--- src/rtl/serial_comp2.sv ---
// Bit-serial two's-complement negator / pass-through, LSB first, with
// valid/ready handshakes on both sides and an overflow flag for the most-negative word.
module serial_comp2 #(
    parameter int WIDTH = 4
) (
    input  logic             clk,
    input  logic             rst_n,
    input  logic             in_valid,
    output logic             in_ready,
    input  logic [WIDTH-1:0] in_data,
    input  logic             in_mode,
    output logic             out_valid,
    input  logic             out_ready,
    output logic [WIDTH-1:0] out_data,
    output logic             out_ovf,
    output logic             busy
);

    // Handshakes: a word transfers on a rising edge where valid and ready are both high;
    // out_valid and its data stay stable until that edge, and in_ready is high only in IDLE.
    localparam int CW = (WIDTH > 2) ? $clog2(WIDTH) : 1;
    localparam logic [CW-1:0]    LAST    = CW'(WIDTH - 1);
    localparam logic [WIDTH-1:0] MIN_NEG = {1'b1, {(WIDTH-1){1'b0}}};

    typedef enum logic [1:0] {IDLE, SHIFT, DONE} state_t;

    state_t           state;
    logic [WIDTH-1:0] word;
    logic [CW-1:0]    count;
    logic             seen1;
    logic             mode;
    logic             ovf;
    logic             obit;

    // Copy bits up to and including the first 1, then invert the rest.
    always_comb begin
        obit = (mode && seen1) ? ~word[0] : word[0];
    end

    // Result bits enter at the top of the word as operand bits leave the bottom,
    // so after WIDTH shifts the register holds the complete result.
    always_ff @(posedge clk) begin
        if (!rst_n) begin
            state     <= IDLE;
            word      <= '0;
            count     <= '0;
            seen1     <= 1'b0;
            mode      <= 1'b0;
            ovf       <= 1'b0;
            in_ready  <= 1'b1;
            out_valid <= 1'b0;
            out_data  <= '0;
            out_ovf   <= 1'b0;
            busy      <= 1'b0;
        end else begin
            case (state)
                IDLE: begin
                    if (in_valid) begin
                        word     <= in_data;
                        mode     <= in_mode;
                        ovf      <= in_mode && (in_data == MIN_NEG);
                        count    <= '0;
                        seen1    <= 1'b0;
                        in_ready <= 1'b0;
                        busy     <= 1'b1;
                        state    <= SHIFT;
                    end
                end
                SHIFT: begin
                    word  <= {obit, word[WIDTH-1:1]};
                    seen1 <= seen1 | word[0];
                    count <= count + 1'b1;
                    if (count == LAST) begin
                        out_data  <= {obit, word[WIDTH-1:1]};
                        out_ovf   <= ovf;
                        out_valid <= 1'b1;
                        state     <= DONE;
                    end
                end
                DONE: begin
                    if (out_ready) begin
                        out_valid <= 1'b0;
                        in_ready  <= 1'b1;
                        busy      <= 1'b0;
                        state     <= IDLE;
                    end
                end
                default: begin
                    state <= IDLE;
                end
            endcase
        end
    end

endmodule

--- config.mk ---
export PLATFORM = sky130hd
export DESIGN_NAME = serial_comp2
export DESIGN_NICKNAME = d
export VERILOG_FILES = /design/src/rtl/serial_comp2.sv
export SDC_FILE = /design/constraint.sdc
export NUM_CORES = 1
export LEC_CHECK = 0
export BUFFER_PORTS_ARGS = -buffer_cell sky130_fd_sc_hd__buf_4
export CORE_MARGIN = 3
export CORE_UTILIZATION = 55
export CTS_CLUSTER_DIAMETER = 50
export CTS_CLUSTER_SIZE = 28
export DETAILED_ROUTE_END_ITERATION = 6
export GPL_ROUTABILITY_DRIVEN = 0
export PLACE_DENSITY = 0.86
export SETUP_SLACK_MARGIN = 0.2
export SYNTH_ARGS = -nofsm -noshare
export SYNTH_HDL_FRONTEND = slang
export SYNTH_SLANG_ARGS = --single-unit
export TNS_END_PERCENT = 1
--- constraint.sdc ---
create_clock -name clk -period 2.9 [get_ports clk]
set_input_delay 0.29 -clock clk [delete_from_list [all_inputs] [get_ports clk]]
set_output_delay 0.29 -clock clk [all_outputs]
set_load 0.01 [all_outputs]
======== Word level (Yosys, flattened, before mapping) ========
Cells that the tools add are included.
operators by class
  add/sub/neg operators ................... 1
  equality and inequality tests ........... 7
  multiplexer cells ....................... 18
  bitwise gates (word level) .............. 2
  reduce and logical (&&, ||, !) cells .... 12
operators with widths
  cell                                                             number
  3-bit AND reduction                                              3
  2-bit two-way mux                                                4
  1-bit one-hot mux with 2 select lines                            4
  4-bit one-hot mux with 2 select lines                            1
  1-bit two-way mux                                                6
  2-bit != test, second input constant                             3
  2-bit one-hot mux with 3 select lines                            1
  2-bit AND reduction                                              3
  2-bit nonzero test                                               3
  2-bit == test, second input constant                             2
  4-bit == test, second input constant                             1
  4-bit two-way mux                                                1
  2-bit one-hot mux with 2 select lines                            1
  2-bit by 1-bit adder with 2-bit output, second input constant    1
  2-bit by 1-bit == test with 1-bit output, second input constant  1
  1-bit logical AND                                                2
  2-bit zero test                                                  1
  1-bit NOT                                                        1
  1-bit OR                                                         1
storage, ports and cells
  register bits ........................... 19
  input port bits ......................... 9
  output and inout bits ................... 8

======== Logic depth before layout (Yosys ltp) ========
Gate-level depths: netlist of the first run.
  depth in word-level cells ............... 3
  depth in mapped cells ................... 5

======== Worst setup path after synthesis of the first run ========
No wires, ideal clock.
  path kind ............................... flip-flop to flip-flop
  start point ............................. register state[1]
  end point ............................... register count[0]
  data arrival time ....................... 1.239 ns
  path slack .............................. 1.546 ns
  cell stages (with the launch flop) ...... 6
  buffers on the path ..................... 2
  clock period less this slack ............ 1.354 ns
  path through ............................ dfxtp_1 buf_6 or3b_4 buf_6 and3_1 o21a_1
on the way
  cells in the longest elaborated chain, start to end .. 3
  elaborated cells on any way between the ends .. 6
  classes of those cells .................. eq/ne (2); mux (1); reduce/logical (3)
ends and longest elaborated chain
  item                                                                                line  RTL
  start: declaration                                                                  27    state_t state;
  start signal: assignment                                                            44    state <= IDLE;
  start signal: assignment                                                            66    state <= SHIFT;
  start signal: assignment                                                            77    state <= DONE;
  2-bit by 1-bit == test with 1-bit output / 2-bit zero test (equally long branches)  56    case (state)
  2-bit nonzero test (no line) / 2-bit != test (equally long branches)                n/a
  2-bit AND reduction (no line)                                                       n/a
  end signal: assignment                                                              72    count <= count + 1'b1;
  end: declaration                                                                    29    logic [CW-1:0] count;
Several ways; a longest one is shown, not always the timed one.
A chain may end at the register's enable or synchronous reset.

======== Final worst setup path of the first run ========
Ends and elaborated chain as after synthesis.

==> results.sh, run 1 <==
export IMPL_status="completed"
export IMPL_criticalPathCategory="reg2reg"
export IMPL_clkSlewWorstSetupHoldPaths_ns=0.10
export IMPL_initial_core_util_pct=61.2
export IMPL_hp_class="in2reg"
export IMPL_num_rows=13
export IMPL_endpoint_kind="flip-flop"
export IMPL_leakagePower_nw=0.392
export IMPL_critPathBufInv=0
export IMPL_grt_ovfl_total=0
export IMPL_skew_ns=0.000732
export IMPL_wl_per_cell_um=12.1
export IMPL_clock_sinks=19
export IMPL_io_buffers=16
export IMPL_firstDrtPassIters=4
export IMPL_rr_startpoint="state[1]$_SDFFE_PN0P_"
export IMPL_setup_tns_ns=0
export IMPL_nets=122
export IMPL_timing_final_crit_share_pct=46.0
export IMPL_ys_seq_area_share_pct=46.1
export IMPL_synth_nets=107
export IMPL_ys_ff_latch=19
export IMPL_critPathTopFamily="simple AND/OR/NAND/NOR gates"
export IMPL_yosysWarnings=0
export IMPL_synthTopCellsByCount="dfxtp_1 (19), nand2_1 (17), a21boi_0 (8)"
export IMPL_htreeDepth=1
export IMPL_rsz0062_at_grt="no"
export IMPL_grt_pass1_vias=594
export IMPL_antenna_found_initial=0
export IMPL_cp_arrival_ns=1.53
export IMPL_hp_start="in_data[3]"
export IMPL_cts_resized=0
export IMPL_setup_viol=0
export IMPL_path_cells="or3b_4 -> and3_1 -> o21a_1"
export IMPL_irDropWorstVdd_v=0.000328
export IMPL_gr_usage_all_layers_pct=17.1
export IMPL_ys_top_cells_by_area="dfxtp_1 (46%), nand2_1 (7.7%), a21boi_0 (7.3%)"
export IMPL_crit_start="state[1]$_SDFFE_PN0P_"
export IMPL_hold_buffers=0
export IMPL_whs_ns=0.261
export IMPL_syn_to_final_growth_pct=15.5
export IMPL_p_per_area_nw_per_um2=499
export IMPL_root_buffer="clkbuf_4"
export IMPL_vias=696
export IMPL_vias_per_cell=5.52
export IMPL_grt_max_degree=23
export IMPL_slowest_delay_ns=0.48
export IMPL_period_minus_slack_ns=1.33
export IMPL_die_x_um=44.8
export IMPL_worstPathMaxFanout=10
export IMPL_drt_wl_total_um=1520
export IMPL_cts_setup_buffers=0
export IMPL_ant_nets=0
export IMPL_drc=0
export IMPL_synth_async_sr_flop_share_pct=0
export IMPL_synth_top_area_share_pct=46.1
export IMPL_crit_required_ns=3.10
export IMPL_cts_max_path_buffers=2
export IMPL_pin_count=17
export IMPL_synth_top_cell_by_area="dfxtp_1"
export IMPL_synth_enable_flop_cells=0
export IMPL_cts_tree="built"
export IMPL_dieArea_sq_um=2000
export IMPL_critical_path_slowest_cell="or3b_4"
export IMPL_startpoint_type="flip-flop"
export IMPL_grt_pass1_wl_um=2460
export IMPL_drive_gt1_share_pct=20.7
export IMPL_syn_area_sq_um=826
export IMPL_clk_latency_ns=0.29
export IMPL_drtIter0Drc=9
export IMPL_num_antenna_cells=0
export IMPL_yosysUniqueCellTypes=28
export IMPL_core_sq_um=1350
export IMPL_max_freq_mhz=750
export IMPL_tightest_slew_ns=0.601
export IMPL_cts_inserted_buffers=3
export IMPL_max_slew_margin_pct=59.8
export IMPL_finalMaxSlewViolations=0
export IMPL_drv_cap=0
export IMPL_ys_flop_type="dfxtp_1"
export IMPL_synth_cells=97
export IMPL_dp_hpwl_um=1110
export IMPL_die_h_um=44.8
export IMPL_avgSynthCellArea_sq_um=8.51
export IMPL_final_hold_violation_count=0
export IMPL_postLayoutCoreUtil_pct=70.6
export IMPL_synth_most_common_cell="dfxtp_1"
[per-stage QoR]
step                setup slack, ns  power, mW  cells  instance area [sq um]
floorplan                      1.55      0.330     97                    826
global placement               1.60      0.349    122                    926
detailed placement             1.59      0.351    122                    926
CTS                            1.58      0.479    126                    953
global route                   1.43      0.501    126                    953
finish                         1.57      0.476    126                    953
[final timing paths]
kind	slack [ns]	cells after the start	endpoint
hold / removal	0.26	3	word[3]$_SDFFE_PN0P_
setup reg to reg	1.57	3	count[0]$_SDFFE_PN0P_
hold reg to reg	0.47	2	out_data[0]$_SDFFE_PN0P_
setup / recovery	1.57	3	count[0]$_SDFFE_PN0P_
[report_power, final]
| group | internal (mW) | switching, mW | leakage, nW |
|---|---|---|---|
| clock | 0.0513 | 0.0786 | 0.0177 |
| sequential | 0.274 | 0.0114 | 0.155 |
| combinational | 0.0299 | 0.0308 | 0.219 |
| total | 0.355 | 0.121 | 0.392 |
[worst min-delay path, stage by stage]
cell	delay, ns
buf_4	0.09
nand3_1	0.06
o211ai_1	0.08
[cells by family after synthesis]
logic type	after synthesis	share of synthesized area, %
compound gates	22	17.3
xor+xnor	1	1.06
fa+ha+maj	1	1.51
flops	19	46.1
simple gates	47	28.9
buf+inv	7	5.15
[sequential cells by signal, summed over array words and instances (netlist names), 2 cells and up]
register,count
state,2
word,4
count,2
out_data,4
[routing by layer]
metal / vias up / track usage (%) / share of wire [%]
li1: 362 / - / -
met3: 4 / 2.39 / 4.1
met2: 18 / 27.2 / 48
met1: 312 / 22.3 / 47
met4: 0 / 9.04 / 1.5
met5: - / 0 / 0
[layout make-up]
type / instances / area, sq um
Inverter: 1 / 3.75
Tap cell: 15 / 18.8
Clock buffer: 3 / 22.5
Multi-Input combinational cell: 71 / 403
Timing Repair Buffer: 16 / 120
Clock inverter: 1 / 5.00
Fill cell: 111 / 397
Sequential cell: 19 / 380
[cells in the final DEF (no fill, tap or decap), types with 2 or more instances in the layout]
| cell type | netlist | layout |
|---|---|---|
| dfxtp_1 | 19 | 19 |
| nand2_1 | 17 | 17 |
| buf_4 | 0 | 16 |
| a21boi_0 | 8 | 8 |
| nor2_1 | 6 | 6 |
| nor3_1 | 6 | 6 |
| o21ai_0 | 6 | 6 |
| a21oi_1 | 4 | 4 |
| nand3_1 | 3 | 3 |
| nand2b_1 | 3 | 3 |
| clkbuf_4 | 0 | 3 |
| nand4_1 | 2 | 2 |
| nor2b_1 | 2 | 2 |
| and2_1 | 2 | 2 |
Power figures use the tool's default switching activity.
==> run 2: changes to the inputs <==
- CORE_UTILIZATION: 55 -> 51
- PLACE_DENSITY: 0.86 -> 0.81
- clock period: 2.9 -> 1.3 ns (I/O delays scaled with it)
==> results.sh, run 2 (same netlist as run 1, synthesis figures left out) <==
export IMPL_critPathCapture="count[0]$_SDFFE_PN0P_"
export IMPL_status="completed"
export IMPL_reg2regPathDepth=3
export IMPL_wl_per_cell_um=13.7
export IMPL_dpl_worst_slack_ns=0.110
export IMPL_worstPathMaxFanout=5
export IMPL_design_power_total_mw=1.12
export IMPL_drtIter0Drc=10
export IMPL_fin_cells=134
export IMPL_clock_sinks=19
export IMPL_final_hold_violation_count=0
export IMPL_skew_ns=0.00954
export IMPL_cp_arrival_ns=1.41
export IMPL_final_cell_mix="buf_4 (20), nand2_1 (17), dfxtp_1 (17), a21boi_0 (6), o21ai_0 (5)"
export IMPL_die_x_um=46.2
export IMPL_p_seq_share_pct=56.3
export IMPL_root_buffer="clkbuf_4"
export IMPL_drive_gt1_share_pct=34.5
export IMPL_max_freq_mhz=839
export IMPL_hp_class="in2reg"
export IMPL_firstDrtPassIters=5
export IMPL_p_per_area_nw_per_um2=1040
export IMPL_setup_viol=0
export IMPL_drc=0
export IMPL_num_rows=13
export IMPL_num_antenna_cells=0
export IMPL_syn_to_final_growth_pct=30.6
export IMPL_antenna_found_initial=0
export IMPL_ant_nets=0
export IMPL_rr_startpoint="state[1]$_SDFFE_PN0P_"
export IMPL_clkPwrFrac_pct=27.3
export IMPL_clkSlewWorstSetupHoldPaths_ns=0.11
export IMPL_p_sw_uw=298
export IMPL_vias_per_cell=5.43
export IMPL_pin_count=17
export IMPL_grt_pass1_vias=708
export IMPL_endpoint_kind="flip-flop"
export IMPL_cts_max_path_buffers=2
export IMPL_cts_tree="built"
export IMPL_postLayoutCoreUtil_pct=76.2
export IMPL_setup_ws_ns=0.108
export IMPL_reg2reg_to="count[0]$_SDFFE_PN0P_"
export IMPL_period_minus_slack_ns=1.19
export IMPL_layout_commonest_cell="buf_4"
export IMPL_rsz0062_at_grt="yes"
export IMPL_irDropWorstVdd_v=0.000930
export IMPL_top_regs="out_data: 4 flops, word: 4 flops"
export IMPL_startpoint_type="flip-flop"
export IMPL_p_comb_share_pct=16.4
export IMPL_initial_core_util_pct=58.4
export IMPL_core_sq_um=1420
export IMPL_grt_max_degree=23
export IMPL_crit_required_ns=1.52
export IMPL_vias=727
export IMPL_dp_hpwl_um=1260
export IMPL_crit_start="state[1]$_SDFFE_PN0P_"
export IMPL_internal_power_uw=822
export IMPL_drv_cap=0
export IMPL_dieArea_sq_um=2140
export IMPL_cts_inserted_buffers=3
export IMPL_rrSetupSlack_ns=0.11
export IMPL_timing_final_crit_share_pct=91.7
export IMPL_grt_pass1_wl_um=2860
export IMPL_drt_wl_total_um=1840
export IMPL_tightest_slew_ns=0.241
export IMPL_dp_cells=127
export IMPL_die_h_um=46.2
export IMPL_criticalPathCategory="reg2reg"
export IMPL_io_buffers=16
export IMPL_grt_ovfl_total=0
export IMPL_finalMaxSlewViolations=0
export IMPL_clk_latency_ns=0.31
export IMPL_nets=130
export IMPL_leakagePower_nw=0.441
export IMPL_gr_usage_all_layers_pct=19.0
export IMPL_htreeDepth=1
export IMPL_switching_share_pct=26.6
export IMPL_max_slew_margin_pct=83.7
export IMPL_hp_start="in_mode"
==> run 2: changes by cell type in the layout (fill, tap and decap cells not counted), sizes merged <==
cell | previous run | this run
buf | 16 | 24
clkbuf | 3 | 4
clkinv | 1 | 0
==> run 2: worst min-delay path by stage <==
| stage | end | slack (ns) | depth (start not counted) |
|---|---|---|---|
| 5_1_grt | ovf$_SDFFE_PN0P_ | 0.07 | 3 |
| 3_3_place_gp | ovf$_SDFFE_PN0P_ | 0.37 | 3 |
| 3_5_place_dp | ovf$_SDFFE_PN0P_ | 0.37 | 3 |
| 4_1_cts | ovf$_SDFFE_PN0P_ | 0.07 | 3 |
| 2_1_floorplan | ovf$_SDFFE_PN0P_ | 0.27 | 2 |
| 6_report | ovf$_SDFFE_PN0P_ | 0.06 | 3 |
==> run 2: power by group through the flow <==
| stage | combinational (mW) | clock, mW | sequential, mW |
|---|---|---|---|
| floorplan | 0.0997 | 0 | 0.643 |
| global placement | 0.153 | 0 | 0.644 |
| detailed placement | 0.158 | 0 | 0.644 |
| CTS | 0.162 | 0.306 | 0.629 |
| global route | 0.202 | 0.336 | 0.635 |
| finish | 0.183 | 0.306 | 0.631 |
==> run 2: through the flow <==
| step | hold slack (ns) | setup TNS (ns) | instance area (sq um) |
|---|---|---|---|
| after floorplan | 0.266 | -0.0380 | 837 |
| after global placement | 0.373 | 0 | 968 |
| after detailed placement | 0.375 | 0 | 968 |
| after CTS | 0.0661 | 0 | 1010 |
| after global routing | 0.0723 | 0 | 1080 |
| final | 0.0601 | 0 | 1080 |
==> run 2: final cells by class <==
type	instances	area, sq um
Multi-Input combinational cell	71	449
Tap cell	15	18.8
Sequential cell	19	385
Clock buffer	4	26.3
Timing Repair Buffer	24	195
Inverter	1	3.75
Fill cell	106	337
==> run 2: worst max-delay path, cell delays in order, from the launching register on <==
cell and delay [ns]:
dfxtp_4 0.38, or3b_4 0.41, and3_4 0.15, o21a_1 0.15
==> run 2: per-layer routing <==
layer  GRT usage, %  vias up  routed length, um
li1               -      377                  -
met1           19.6      329                776
met3           6.25        4                 99
met4           6.82        0                 36
met5              0        -                  0
met2           34.9       17                921
==> run 2: timing repair <==
item                                    4_1_cts  5_1_grt
hold buffers                                  0        0
endpoints found under the setup margin       14       17
pin swaps                                     2        5
gates resized for setup                       5       15
setup buffers                                 0        3
==> run 3: changes to the inputs <==
- SETUP_SLACK_MARGIN: 0.2 -> not set
==> results.sh, run 3 (same netlist as run 1, synthesis figures left out) <==
export IMPL_hp_class="in2reg"
export IMPL_num_antenna_cells=0
export IMPL_critical_path_slowest_cell="dfxtp_1"
export IMPL_initial_core_util_pct=58.4
export IMPL_leakagePower_nw=0.416
export IMPL_syn_to_final_growth_pct=21.2
export IMPL_hp_start="in_mode"
export IMPL_layout_commonest_cell="buf_4"
export IMPL_rr_startpoint="count[0]$_SDFFE_PN0P_"
export IMPL_fin_cells=131
export IMPL_pin_count=17
export IMPL_rsz0062_at_grt="no"
export IMPL_crit_required_ns=1.48
export IMPL_hold_path_depth=3
export IMPL_nets=127
export IMPL_grt_pass1_wl_um=2810
export IMPL_design_power_total_mw=1.08
export IMPL_p_per_area_nw_per_um2=1080
export IMPL_drc=0
export IMPL_startpoint_type="flip-flop"
export IMPL_max_freq_mhz=823
export IMPL_final_cell_mix="buf_4 (21), dfxtp_1 (18), nand2_1 (17), a21boi_0 (8)"
export IMPL_grt_max_degree=23
export IMPL_drtIter0Drc=10
export IMPL_htreeDepth=1
export IMPL_clock_sinks=19
export IMPL_endpoint_kind="flip-flop"
export IMPL_holdPathEnd="ovf$_SDFFE_PN0P_"
export IMPL_status="completed"
export IMPL_finalMaxSlewViolations=0
export IMPL_dp_cells=127
export IMPL_critical_path_depth=4
export IMPL_top_regs="out_data: 4 flops, word: 4 flops"
export IMPL_critPathTopFamily="flip-flops"
export IMPL_dieArea_sq_um=2140
export IMPL_max_slew_margin_pct=83.7
export IMPL_ant_nets=0
export IMPL_antenna_found_initial=0
export IMPL_critPathBufInv=0
export IMPL_gr_usage_all_layers_pct=18.6
export IMPL_clkSlewWorstSetupHoldPaths_ns=0.10
export IMPL_tightest_slew_ns=0.241
export IMPL_criticalPathCategory="reg2reg"
export IMPL_dp_hpwl_um=1260
export IMPL_grt_pass1_vias=690
export IMPL_rrSetupSlack_ns=0.09
export IMPL_vias_per_cell=5.37
export IMPL_die_x_um=46.2
export IMPL_die_h_um=46.2
export IMPL_clk_latency_ns=0.29
export IMPL_num_rows=13
export IMPL_cp_arrival_ns=1.40
export IMPL_period_minus_slack_ns=1.21
export IMPL_timing_final_crit_share_pct=93.4
export IMPL_vias=704
export IMPL_io_buffers=16
export IMPL_root_buffer="clkbuf_4"
export IMPL_firstDrtPassIters=4
export IMPL_grt_ovfl_total=0
export IMPL_cts_inserted_buffers=3
export IMPL_cts_setup_buffers=0
export IMPL_final_hold_violation_count=0
export IMPL_skew_ns=0.00549
export IMPL_slowest_delay_ns=0.34
export IMPL_drt_wl_total_um=1640
export IMPL_wl_per_cell_um=12.5
export IMPL_reg2reg_to="out_data[3]$_SDFFE_PN0P_"
export IMPL_setup_viol=0
export IMPL_reg2regPathDepth=4
export IMPL_drive_gt1_share_pct=25.9
export IMPL_path_cells="ha_1 -> and3b_2 -> o21ai_0 -> a21oi_1"
export IMPL_cts_max_path_buffers=2
export IMPL_core_sq_um=1420
export IMPL_hold_buffers=0
export IMPL_irDropWorstVdd_v=0.000925
export IMPL_worstPathMaxFanout=6
export IMPL_drv_cap=0
export IMPL_cts_tree="built"
==> run 3: worst max path at each step <==
stage                                           to                  start
final                     out_data[3]$_SDFFE_PN0P_  count[0]$_SDFFE_PN0P_
after global routing          word[1]$_SDFFE_PN0P_  state[1]$_SDFFE_PN0P_
after CTS                     word[0]$_SDFFE_PN0P_  state[1]$_SDFFE_PN0P_
after detailed placement  out_data[3]$_SDFFE_PN0P_  count[0]$_SDFFE_PN0P_
after global placement    out_data[3]$_SDFFE_PN0P_  count[0]$_SDFFE_PN0P_
after floorplan              count[0]$_SDFFE_PN0P_  state[0]$_SDFFE_PN0P_
==> run 3: where the power goes <==
group / switching (mW) / total, mW / internal (mW) / leakage (nW)
registers: 0.0197 / 0.630 / 0.611 / 0.156
logic: 0.0771 / 0.159 / 0.0816 / 0.246
clock network: 0.175 / 0.294 / 0.119 / 0.0150
total: 0.272 / 1.08 / 0.812 / 0.416
==> run 3: final cells by class <==
| cell class | count | area [sq um] |
|---|---|---|
| inverters | 1 | 3.75 |
| clock buffers | 4 | 26.3 |
| repair buffers | 21 | 158 |
| multi-input cells | 71 | 413 |
| well taps | 15 | 18.8 |
| fillers | 122 | 414 |
| flip-flops and latches | 19 | 382 |
==> run 3: what timing repair did <==
action                                 in CTS  in global routing
setup endpoints to repair                   0                  3
endpoints found under the hold margin       0                  0
resized for setup                           0                  2
==> run 3: per-layer routing <==
layer	vias up	GRT usage, %	share of wire [%]	routed length (um)
li1	372	-	-	-
met1	312	19.1	43	704
met2	18	34.3	50	818
met3	2	6.25	6.1	101
met4	0	6.82	1.2	19
met5	-	0	0	0
==> run 3: through the flow <==
step	util [%]	setup slack (ns)	hold WS (ns)	area, sq um	setup TNS [ns]
3_3_place_gp	68.4	0.157	0.373	968	0
6_report	70.7	0.0853	0.0698	1000	0
2_1_floorplan	-	-0.0380	0.266	837	-0.0380
5_1_grt	70.7	0.000924	0.0792	1000	0
4_1_cts	70.3	0.0713	0.0661	995	0
3_5_place_dp	68.4	0.110	0.375	968	0
==> run 3: worst register-to-register path, delay by kind of cell, from the launching register on <==
| family | cells | cell delay, ns |
|---|---|---|
| adder cells (fa/ha/maj) | 1 | 0.25 |
| flip-flops | 1 | 0.34 |
| AO/OA/AOI/OAI | 2 | 0.23 |
| AND/OR/NAND/NOR | 1 | 0.28 |
